==> src/rtl/ulpb_tx_sequencer_if.sv <==
// Host-side word stream into the ULPB TX sequencer.
// The host drives words; the sequencer answers with IN_READY.
interface ulpb_tx_sequencer_if;
  logic        IN_VALID;
  logic        IN_READY;
  logic [7:0]  IN_ADDR;
  logic        IN_PRIORITY;
  logic [31:0] IN_DATA;
  logic        IN_LAST;

  modport master (
    output IN_VALID, IN_ADDR, IN_PRIORITY,
    output IN_DATA, IN_LAST,
    input  IN_READY
  );

  modport slave (
    input  IN_VALID, IN_ADDR, IN_PRIORITY,
    input  IN_DATA, IN_LAST,
    output IN_READY
  );
endinterface

==> src/rtl/ulpb_tx_sequencer.sv <==
// Store-and-forward message sequencer from a host word FIFO
// onto the ULPB node TX handshake, with retry and drop.
module ulpb_tx_sequencer #(
  parameter int DEPTH     = 8,
  parameter int MAX_RETRY = 2
) (
  input  logic               clk,
  input  logic               resetn,
  ulpb_tx_sequencer_if.slave in_if,
  output logic [7:0]         TX_ADDR,
  output logic [31:0]        TX_DATA,
  output logic               TX_REQ,
  input  logic               TX_ACK,
  output logic               TX_PEND,
  output logic               PRIORITY,
  input  logic               TX_SUCC,
  input  logic               TX_FAIL,
  output logic               TX_RESP_ACK,
  output logic               MSG_DONE,
  output logic               MSG_DROP,
  output logic               ERR_LEN,
  output logic               BUSY
);
  localparam int AW = $clog2(DEPTH);
  localparam int PW = AW + 1;
  localparam logic [PW-1:0] FULL = PW'(DEPTH);
  localparam logic [7:0]    RMAX = 8'(MAX_RETRY);

  localparam logic [2:0] S_IDLE      = 3'd0;
  localparam logic [2:0] S_REQ_HI    = 3'd1;
  localparam logic [2:0] S_REQ_LO    = 3'd2;
  localparam logic [2:0] S_RESP_WAIT = 3'd3;
  localparam logic [2:0] S_RESP_ACK  = 3'd4;

  logic [31:0] mdat_q  [DEPTH];
  logic        mlast_q [DEPTH];
  logic [7:0]  maddr_q [DEPTH];
  logic        mprio_q [DEPTH];

  logic [2:0]    state_q, state_d;
  logic [PW-1:0] wptr_q, wptr_d;
  logic [PW-1:0] rptr_q, rptr_d;
  logic [PW-1:0] cptr_q, cptr_d;
  logic [PW-1:0] mcnt_q, mcnt_d;
  logic [7:0]    retry_q, retry_d;
  logic          first_q, first_d;
  logic [7:0]    haddr_q, haddr_d;
  logic          hprio_q, hprio_d;
  logic          disc_q, disc_d;
  logic          rdy_q;
  logic          fail_q, fail_d;
  logic          seen_q, seen_d;
  logic          req_q, req_d;
  logic          pend_q, pend_d;
  logic [31:0]   data_q, data_d;
  logic [7:0]    addr_q, addr_d;
  logic          prio_q, prio_d;
  logic          rack_q, rack_d;
  logic          done_q, done_d;
  logic          drop_q, drop_d;
  logic          err_q, err_d;

  logic [PW-1:0] occ;
  logic          push, wr, flush, rslt, inc, dec;
  logic [7:0]    waddr;
  logic          wprio;
  logic [AW-1:0] ridx, cidx, widx;

  // Occupancy is measured from the commit pointer so a
  // message stays resident until the node has accepted it.
  assign occ   = wptr_q - cptr_q;
  assign in_if.IN_READY = rdy_q & (disc_q | (occ != FULL));
  assign push  = in_if.IN_VALID & in_if.IN_READY;
  assign wr    = push & ~disc_q;
  assign flush = (occ == FULL) & (mcnt_q == '0);
  assign rslt  = TX_SUCC | TX_FAIL;
  assign inc   = wr & in_if.IN_LAST;
  assign waddr = first_q ? in_if.IN_ADDR : haddr_q;
  assign wprio = first_q ? in_if.IN_PRIORITY : hprio_q;
  assign ridx  = rptr_q[AW-1:0];
  assign cidx  = cptr_q[AW-1:0];
  assign widx  = wptr_q[AW-1:0];

  always_ff @(posedge clk) begin
    if (wr) begin
      mdat_q[widx]  <= in_if.IN_DATA;
      mlast_q[widx] <= in_if.IN_LAST;
      maddr_q[widx] <= waddr;
      mprio_q[widx] <= wprio;
    end
  end

  always_comb begin
    state_d = state_q;
    wptr_d  = wptr_q;
    rptr_d  = rptr_q;
    cptr_d  = cptr_q;
    retry_d = retry_q;
    first_d = first_q;
    haddr_d = haddr_q;
    hprio_d = hprio_q;
    disc_d  = disc_q;
    fail_d  = fail_q;
    seen_d  = seen_q;
    req_d   = req_q;
    pend_d  = pend_q;
    data_d  = data_q;
    addr_d  = addr_q;
    prio_d  = prio_q;
    rack_d  = rack_q;
    done_d  = 1'b0;
    drop_d  = 1'b0;
    err_d   = 1'b0;
    dec     = 1'b0;

    if (wr) begin
      wptr_d  = wptr_q + 1'b1;
      first_d = in_if.IN_LAST;
      haddr_d = waddr;
      hprio_d = wprio;
    end
    if (push & disc_q & in_if.IN_LAST) begin
      disc_d  = 1'b0;
      first_d = 1'b1;
    end

    unique case (state_q)
      S_IDLE: begin
        if (flush) begin
          wptr_d = '0;
          rptr_d = '0;
          cptr_d = '0;
          disc_d = 1'b1;
          err_d  = 1'b1;
        end else if (mcnt_q != '0) begin
          rptr_d  = cptr_q;
          addr_d  = maddr_q[cidx];
          prio_d  = mprio_q[cidx];
          data_d  = mdat_q[cidx];
          pend_d  = ~mlast_q[cidx];
          req_d   = 1'b1;
          fail_d  = 1'b0;
          seen_d  = 1'b0;
          state_d = S_REQ_HI;
        end
      end
      S_REQ_HI: begin
        if (rslt) begin
          req_d   = 1'b0;
          rack_d  = 1'b1;
          fail_d  = TX_FAIL;
          state_d = S_RESP_ACK;
        end else if (TX_ACK) begin
          req_d   = 1'b0;
          rptr_d  = rptr_q + 1'b1;
          seen_d  = mlast_q[ridx];
          state_d = S_REQ_LO;
        end
      end
      S_REQ_LO: begin
        if (rslt) begin
          rack_d  = 1'b1;
          fail_d  = TX_FAIL;
          state_d = S_RESP_ACK;
        end else if (!TX_ACK) begin
          if (pend_q) begin
            data_d  = mdat_q[ridx];
            pend_d  = ~mlast_q[ridx];
            req_d   = 1'b1;
            state_d = S_REQ_HI;
          end else begin
            state_d = S_RESP_WAIT;
          end
        end
      end
      S_RESP_WAIT: begin
        if (rslt) begin
          rack_d  = 1'b1;
          fail_d  = TX_FAIL;
          state_d = S_RESP_ACK;
        end
      end
      S_RESP_ACK: begin
        fail_d = fail_q | TX_FAIL;
        // Early result: walk rptr to the message end first.
        if (!seen_q) begin
          rptr_d = rptr_q + 1'b1;
          seen_d = mlast_q[ridx];
        end else if (!rslt) begin
          rack_d  = 1'b0;
          state_d = S_IDLE;
          if (!fail_q) begin
            cptr_d  = rptr_q;
            retry_d = '0;
            done_d  = 1'b1;
            dec     = 1'b1;
          end else if (retry_q < RMAX) begin
            retry_d = retry_q + 1'b1;
          end else begin
            cptr_d  = rptr_q;
            retry_d = '0;
            drop_d  = 1'b1;
            dec     = 1'b1;
          end
        end
      end
      default: state_d = S_IDLE;
    endcase

    mcnt_d = mcnt_q + PW'(inc) - PW'(dec);
  end

  always_ff @(posedge clk or negedge resetn) begin
    if (!resetn) begin
      state_q <= S_IDLE;
      wptr_q  <= '0;
      rptr_q  <= '0;
      cptr_q  <= '0;
      mcnt_q  <= '0;
      retry_q <= '0;
      first_q <= 1'b1;
      haddr_q <= '0;
      hprio_q <= 1'b0;
      disc_q  <= 1'b0;
      rdy_q   <= 1'b0;
      fail_q  <= 1'b0;
      seen_q  <= 1'b0;
      req_q   <= 1'b0;
      pend_q  <= 1'b0;
      data_q  <= '0;
      addr_q  <= '0;
      prio_q  <= 1'b0;
      rack_q  <= 1'b0;
      done_q  <= 1'b0;
      drop_q  <= 1'b0;
      err_q   <= 1'b0;
    end else begin
      state_q <= state_d;
      wptr_q  <= wptr_d;
      rptr_q  <= rptr_d;
      cptr_q  <= cptr_d;
      mcnt_q  <= mcnt_d;
      retry_q <= retry_d;
      first_q <= first_d;
      haddr_q <= haddr_d;
      hprio_q <= hprio_d;
      disc_q  <= disc_d;
      rdy_q   <= 1'b1;
      fail_q  <= fail_d;
      seen_q  <= seen_d;
      req_q   <= req_d;
      pend_q  <= pend_d;
      data_q  <= data_d;
      addr_q  <= addr_d;
      prio_q  <= prio_d;
      rack_q  <= rack_d;
      done_q  <= done_d;
      drop_q  <= drop_d;
      err_q   <= err_d;
    end
  end

  assign TX_ADDR     = addr_q;
  assign TX_DATA     = data_q;
  assign TX_REQ      = req_q;
  assign TX_PEND     = pend_q;
  assign PRIORITY    = prio_q;
  assign TX_RESP_ACK = rack_q;
  assign MSG_DONE    = done_q;
  assign MSG_DROP    = drop_q;
  assign ERR_LEN     = err_q;
  assign BUSY        = (state_q != S_IDLE);
endmodule
==> src/flat_wrapper.sv <==
// flat-port wrapper written by rule: the top's interface ports become plain ports
module ulpb_tx_sequencer_flat 
#(
  parameter int DEPTH     = 8,
  parameter int MAX_RETRY = 2
)
  (clk, resetn, TX_ADDR, TX_DATA, TX_REQ, TX_ACK, TX_PEND, PRIORITY, TX_SUCC, TX_FAIL, TX_RESP_ACK, MSG_DONE, MSG_DROP, ERR_LEN, BUSY, in_if_IN_VALID, in_if_IN_ADDR, in_if_IN_PRIORITY, in_if_IN_DATA, in_if_IN_LAST, in_if_IN_READY);
  ulpb_tx_sequencer_if in_if_i ();
  input  logic clk;
  input  logic resetn;
  output logic [7:0] TX_ADDR;
  output logic [31:0] TX_DATA;
  output logic TX_REQ;
  input  logic TX_ACK;
  output logic TX_PEND;
  output logic PRIORITY;
  input  logic TX_SUCC;
  input  logic TX_FAIL;
  output logic TX_RESP_ACK;
  output logic MSG_DONE;
  output logic MSG_DROP;
  output logic ERR_LEN;
  output logic BUSY;
  input wire logic [$bits(in_if_i.IN_VALID)-1:0] in_if_IN_VALID;
  input wire logic [$bits(in_if_i.IN_ADDR)-1:0] in_if_IN_ADDR;
  input wire logic [$bits(in_if_i.IN_PRIORITY)-1:0] in_if_IN_PRIORITY;
  input wire logic [$bits(in_if_i.IN_DATA)-1:0] in_if_IN_DATA;
  input wire logic [$bits(in_if_i.IN_LAST)-1:0] in_if_IN_LAST;
  output wire logic [$bits(in_if_i.IN_READY)-1:0] in_if_IN_READY;
  assign in_if_i.IN_VALID = in_if_IN_VALID;
  assign in_if_i.IN_ADDR = in_if_IN_ADDR;
  assign in_if_i.IN_PRIORITY = in_if_IN_PRIORITY;
  assign in_if_i.IN_DATA = in_if_IN_DATA;
  assign in_if_i.IN_LAST = in_if_IN_LAST;
  assign in_if_IN_READY = in_if_i.IN_READY;
  ulpb_tx_sequencer #(.DEPTH(DEPTH), .MAX_RETRY(MAX_RETRY)) u_core (.clk(clk), .resetn(resetn), .in_if(in_if_i), .TX_ADDR(TX_ADDR), .TX_DATA(TX_DATA), .TX_REQ(TX_REQ), .TX_ACK(TX_ACK), .TX_PEND(TX_PEND), .PRIORITY(PRIORITY), .TX_SUCC(TX_SUCC), .TX_FAIL(TX_FAIL), .TX_RESP_ACK(TX_RESP_ACK), .MSG_DONE(MSG_DONE), .MSG_DROP(MSG_DROP), .ERR_LEN(ERR_LEN), .BUSY(BUSY));
endmodule
==> config.mk <==
export PLATFORM = sky130hd
export DESIGN_NAME = ulpb_tx_sequencer_flat
export DESIGN_NICKNAME = d
export VERILOG_FILES = /design/src/rtl/ulpb_tx_sequencer_if.sv /design/src/rtl/ulpb_tx_sequencer.sv /design/src/flat_wrapper.sv
export SDC_FILE = /design/constraint.sdc
export NUM_CORES = 1
export LEC_CHECK = 0
export CAP_MARGIN = 20
export CORE_AREA = 2 2 181 183
export DETAILED_ROUTE_END_ITERATION = 7
export DIE_AREA = 0 0 183 185
export PLACE_DENSITY = 0.79
export RECOVER_POWER = 25
export SYNTH_ARGS = -nofsm -noshare
export SYNTH_HDL_FRONTEND = slang
export SYNTH_SLANG_ARGS = --single-unit
export TNS_END_PERCENT = 50
==> constraint.sdc <==
create_clock -name clk -period 9.2 [get_ports clk]
set_clock_uncertainty 0.1 [all_clocks]
set_input_delay 2.76 -clock clk [delete_from_list [all_inputs] [get_ports clk]]
set_output_delay 2.76 -clock clk [all_outputs]
set_load 0.1 [all_outputs]
Word level (Yosys, flattened, before mapping) --
Memory sizes are Yosys's and may differ from the RTL's. A register that Yosys moved wholly into a read port is not among the register bits. Cells that the tools add are included.
Storage, ports and cells: register bits after elaboration 79, memories kept 4, memory bits (read-only) 0, input bits 48, RAM bits 336, logic and storage cells 178, latch bits 0
Operators by class: mux-type cells 84, bitwise gates (word level) 15, equal/unequal tests 23, magnitude comparators 1, div/mod/pow operators 0, $mul 0, shift-type cells 0, reduce and logical (&&, ||, !) cells 25, add/sub/neg operators 6
Memories:
- u_core.mdat_q | words 8, bits a word 32, rd ports 2, clocked after Yosys merged registers in 0, write ports 1, RTL line ulpb_tx_sequencer.sv:35 | logic [31:0] mdat_q [DEPTH];
- u_core.maddr_q | words 8, bits a word 8, rd ports 1, clocked after Yosys merged registers in 1, write ports 1, RTL line ulpb_tx_sequencer.sv:37 | logic [7:0] maddr_q [DEPTH];
- u_core.mlast_q | words 8, bits a word 1, rd ports 2, clocked after Yosys merged registers in 0, write ports 1, RTL line ulpb_tx_sequencer.sv:36 | logic mlast_q [DEPTH];
- u_core.mprio_q | words 8, bits a word 1, rd ports 1, clocked after Yosys merged registers in 1, write ports 1, RTL line ulpb_tx_sequencer.sv:38 | logic mprio_q [DEPTH];
Operators with widths (count):
- $mux 32 | 5
- $pmux 32 s2 | 1
- $mux 4 | 13
- $mux 1 | 44
- $mux 3 | 9
- $mux 8 | 3
- $reduce_and 5->1 | 4
- $pmux 3 s5 | 1
- $ne 2x2->1 const B | 7
- $reduce_and 7->1 | 2
- $ne 2x1->1 const B | 6
- $pmux 4 s3 | 1
- $reduce_bool 3->1 | 4
- $pmux 1 s3 | 3
- $add 4x1->4 const B | 2
- $add 8x1->8 const B | 1
- $lt 8x2->1 const B | 1
- $pmux 4 s2 | 1
- $reduce_and 4->1 | 2
- $reduce_bool 2->1 | 4
- $and 1x1->1 | 7
- $eq 3x2->1 const B | 2
- $ne 3x2->1 const B | 2
- $reduce_and 3->1 | 2
- 19 further kinds | 27

Logic depth before layout (Yosys ltp) --
depth after elaboration 10, gate-level depth with buffers 15, depth with buffers taken out 11

Worst setup path before layout --
Ideal clock, no wire load.
path kind flip-flop to output port, start point register u_core.cptr_q[2], end point output port in_if_IN_READY, data arrival time 4.262 ns, cell stages (with the launch flop) 10, required time 6.340 ns, setup slack 2.078 ns, cells stage by stage dfrtp_1 > clkbuf_1 > clkinv_1 > buf_2 > buf_1 > ha_1 > a21oi_1 > and3_1 > nor4_4 > a21boi_0
On the way: word-level cells in the longest chain between the ends 4
RTL lines:
- from (decl) | RTL line ulpb_tx_sequencer.sv:43 | logic [PW-1:0] cptr_q, cptr_d;
- from (signal assigned) | RTL line ulpb_tx_sequencer.sv:241 | cptr_q <= cptr_d;
- $sub 4x4->4 | RTL line ulpb_tx_sequencer.sv:71 | assign occ = wptr_q - cptr_q;
- $ne 4x4->1 | RTL line ulpb_tx_sequencer.sv:72 | assign in_if.IN_READY = rdy_q & (disc_q | (occ != FULL));
- $or 1x1->1 | RTL line ulpb_tx_sequencer.sv:72
- $and 1x1->1 | RTL line ulpb_tx_sequencer.sv:72
- to (decl) | RTL line flat_wrapper.sv:29 | output wire logic [$bits(in_if_i.IN_READY)-1:0] in_if_IN_READY;
No other way between the ends.

Final worst setup path --
start point register u_core.cptr_q[1], end point output port in_if_IN_READY
The elaborated chain is that of the path after synthesis.

==> results.toml <==
[outcome]
outcome = "finished with violations"
violations = "capacitance limit, slew limit"

[floorplan]
row_count = 66
die_w_um = 183
ioPinCount = 97
start_util_pct = 58.9
die-area_sq_mm = 0.0339
fp.coreArea_sq_mm = 0.0320
dieHeight_um = 185

[synth]
async_flop_share_pct = 20.8
synth_top_cell_area_share_pct = 53.5
yosysUniqueCellTypes = 56
syn_area_per_cell_sq_um = 17.8
synthTopCellsByArea = "edfxtp_1, mux4_2, dfrtp_1"
yosys_warnings = 0
ys_ff_latch = 424
netlist_area_sq_mm = 0.0189
synthCells = 1063
synth_top_cell_by_area = "edfxtp_1"
synth_edf_count = 336
synthFlopType = "edfxtp_1"
seq_area_frac_synth_pct = 65.1
synth_fp_nets = 1123

[timing]
grt_setup_unrepaired = "false"
setup_violations = 0
final_max_slew_viol_count = 117
timing.hold.ws_ns = 0.379
slew-limit-headroom_pct = -79.6
tightest_slew_ns = 2.69
final.period_utilization_pct = 75.9
fin_setup_tns_ns = 0
timing.fmax_mhz = 143
final_hold_viol_count = 0
fin_crit_ns = 6.98
timing.final.ws_setup_ns = 2.22

[hold_path]
min_path_cells = 1
worstHoldStart = "u_core.TX_REQ"
hold_path_class = "reg2reg"
hold_path_end = "u_core.TX_REQ"

[drt]
vias_per_cell = 6.47
drt-total-wl_mm = 39.9
ant_nets = 0
remaining_drc_errors = 0
dr.first_iter.drc_count = 1048
num_vias = 10300
drt-wirelength-per-cell_um = 25.0
firstDrtPassIters = 7

[setup_path]
crit_arrival_ns = 4.12
critical_path_class = "reg2out"
r2r_start = "u_core.cptr_q[1]"
rrSetupSlack_ns = 3.93
cp_max_fo = 43
reg2reg_depth = 6
endpoint_kind = "output port"
timing.rr.end = "u_core.TX_DATA[23]"
required_ns = 6.34
critical_path.startpoint_type = "register"
cp-startpoint = "u_core.cptr_q[1]"

[clock_network]
post_cts_buffers = 0
tritoncts = "yes"
cts_sinks = 424
cts_resized = 0
cts-htree-levels = 2
cts_hold_buffers = 0
clk_latency_ns = 0.54
cts_max_path_buffers = 3
clk_pin_slew_ns = 0.06
clockRootBuffer = "clkbuf_16"
numCtsBuffers = 44

[layout]
final_cell_area_sq_mm = 0.0216
fillers = 2043
fin_cells = 1597
syn2layout_area_growth_pct = 14.5
antennaDiodeCount = 0
drive_above_1_share_pct = 25.2
nets = 1213
fin_util_pct = 67.5

[global_routing]
grt_overflow = 0
grt_start_max_net_pins = 63
grt_pass1_wl_mm = 62.1
antenna_found_initial = 0
grt_usage_pct = 24.4
grt_pass1_vias = 10900

[pwr]
leakagePower_nw = 7.60
max-vdd-ir-drop_v = 0.000267
power_density_mw_per_mm2 = 363
power.total_mw = 7.85

[placement]
io_buffers = 96
place_area_sq_mm = 0.0202
pre_cts_ws_ns = 3.43
place.gp.congestion = 0.761
dpl.hpwl_mm = 22.1
dpl.cell_count = 1515

[flow_run]
drv_cap = 3
## worst max-delay path, cell delays in order (launching register included)
cell,delay (ns)
dfrtp_1,1.75
inv_1,0.21
ha_1,0.35
a21oi_1,0.18
a21oi_1,0.12
nor4_4,0.51
a21boi_0,0.19
buf_4,0.27
## metal layers
metal | global-route usage [%] | routed length [um] | vias up
li1 | - | - | 4454
met1 | 32.2 | 15300 | 5352
met2 | 42.3 | 21000 | 437
met3 | 3.32 | 2530 | 84
met4 | 8.48 | 1030 | 0
met5 | 0 | 0 | -
## layout make-up
type                       count  area [sq um]  share of cell area, %
clock inverter                25           239                   1.11
clock buffer                  57          1200                   5.56
multi-input combinational    547          6190                   28.6
tap                          408           510                   2.36
timing repair buffer         117          1110                   5.12
sequential                   424         12300                   56.9
inverter                      19          71.3                  0.330
## worst max-delay path by stage
stage / end / slack [ns] / cells after the start
global route: in_if_IN_READY / 1.88 / 7
floorplan: in_if_IN_READY / 2.08 / 9
detailed placement: u_core.mcnt_q[2] / 3.43 / 9
global placement: u_core.mcnt_q[2] / 3.61 / 9
finish: in_if_IN_READY / 2.22 / 7
CTS: in_if_IN_READY / 3.16 / 8
## power by group
group / internal [mW] / switching [mW]
Clock: 1.04 / 0.715
Combinational: 1.36 / 1.93
Sequential: 2.45 / 0.347
## registers in the layout (all words and copies together), names as in the netlist, 3 cells and up
signal	cells
u_core.mdat_q	256
u_core.maddr_q	64
u_core.TX_DATA	32
u_core.TX_ADDR	8
u_core.haddr_q	8
u_core.mlast_q	8
u_core.mprio_q	8
u_core.retry_q	8
u_core.cptr_q	4
u_core.mcnt_q	4
u_core.rptr_q	4
u_core.wptr_q	4
u_core.state_q	3
## logic make-up (layout without fill, tap and decap cells)
logic type	count (synthesis)	count (layout)	share of synthesized area, %
AO/OA/AOI/OAI	92	92	2.82
XOR/XNOR	7	7	0.325
buffers and inverters	92	218	2.30
multiplexers	249	249	23.5
adder cells (fa/ha/maj)	12	12	0.835
flip-flops	424	424	65.1
AND/OR/NAND/NOR	186	186	5.08
other	1	1	0.0199
## cells in the mapped netlist (all sizes together) (11+ instances only)
master,count
mux2i,47
a21oi,42
edfxtp,336
ha,11
nor2,21
nand2,84
clkbuf,30
dfrtp,87
and3,36
mux2,52
mux4,150
inv,18
o21ai,27
buf,43
## cell usage in the layout, fill, tap and decap left out, types with 4 or more instances in the layout
cell,instances
edfxtp_1,336
mux4_2,150
nand2_1,84
dfrtp_1,83
clkdlybuf4s50_1,66
mux2i_1,47
clkbuf_16,46
mux2_2,42
a21oi_1,42
and3_1,36
dlygate4sd3_1,28
buf_4,21
nor2_1,19
o21ai_0,18
inv_1,17
clkbuf_1,12
ha_1,11
mux2_1,10
clkinv_2,9
clkinv_1,8
o21ai_1,8
nand4_1,7
a31oi_1,7
xor2_1,5
nand3_1,5
nor3b_2,4
bufinv_16,4
(Power assumes the default switching activity.)
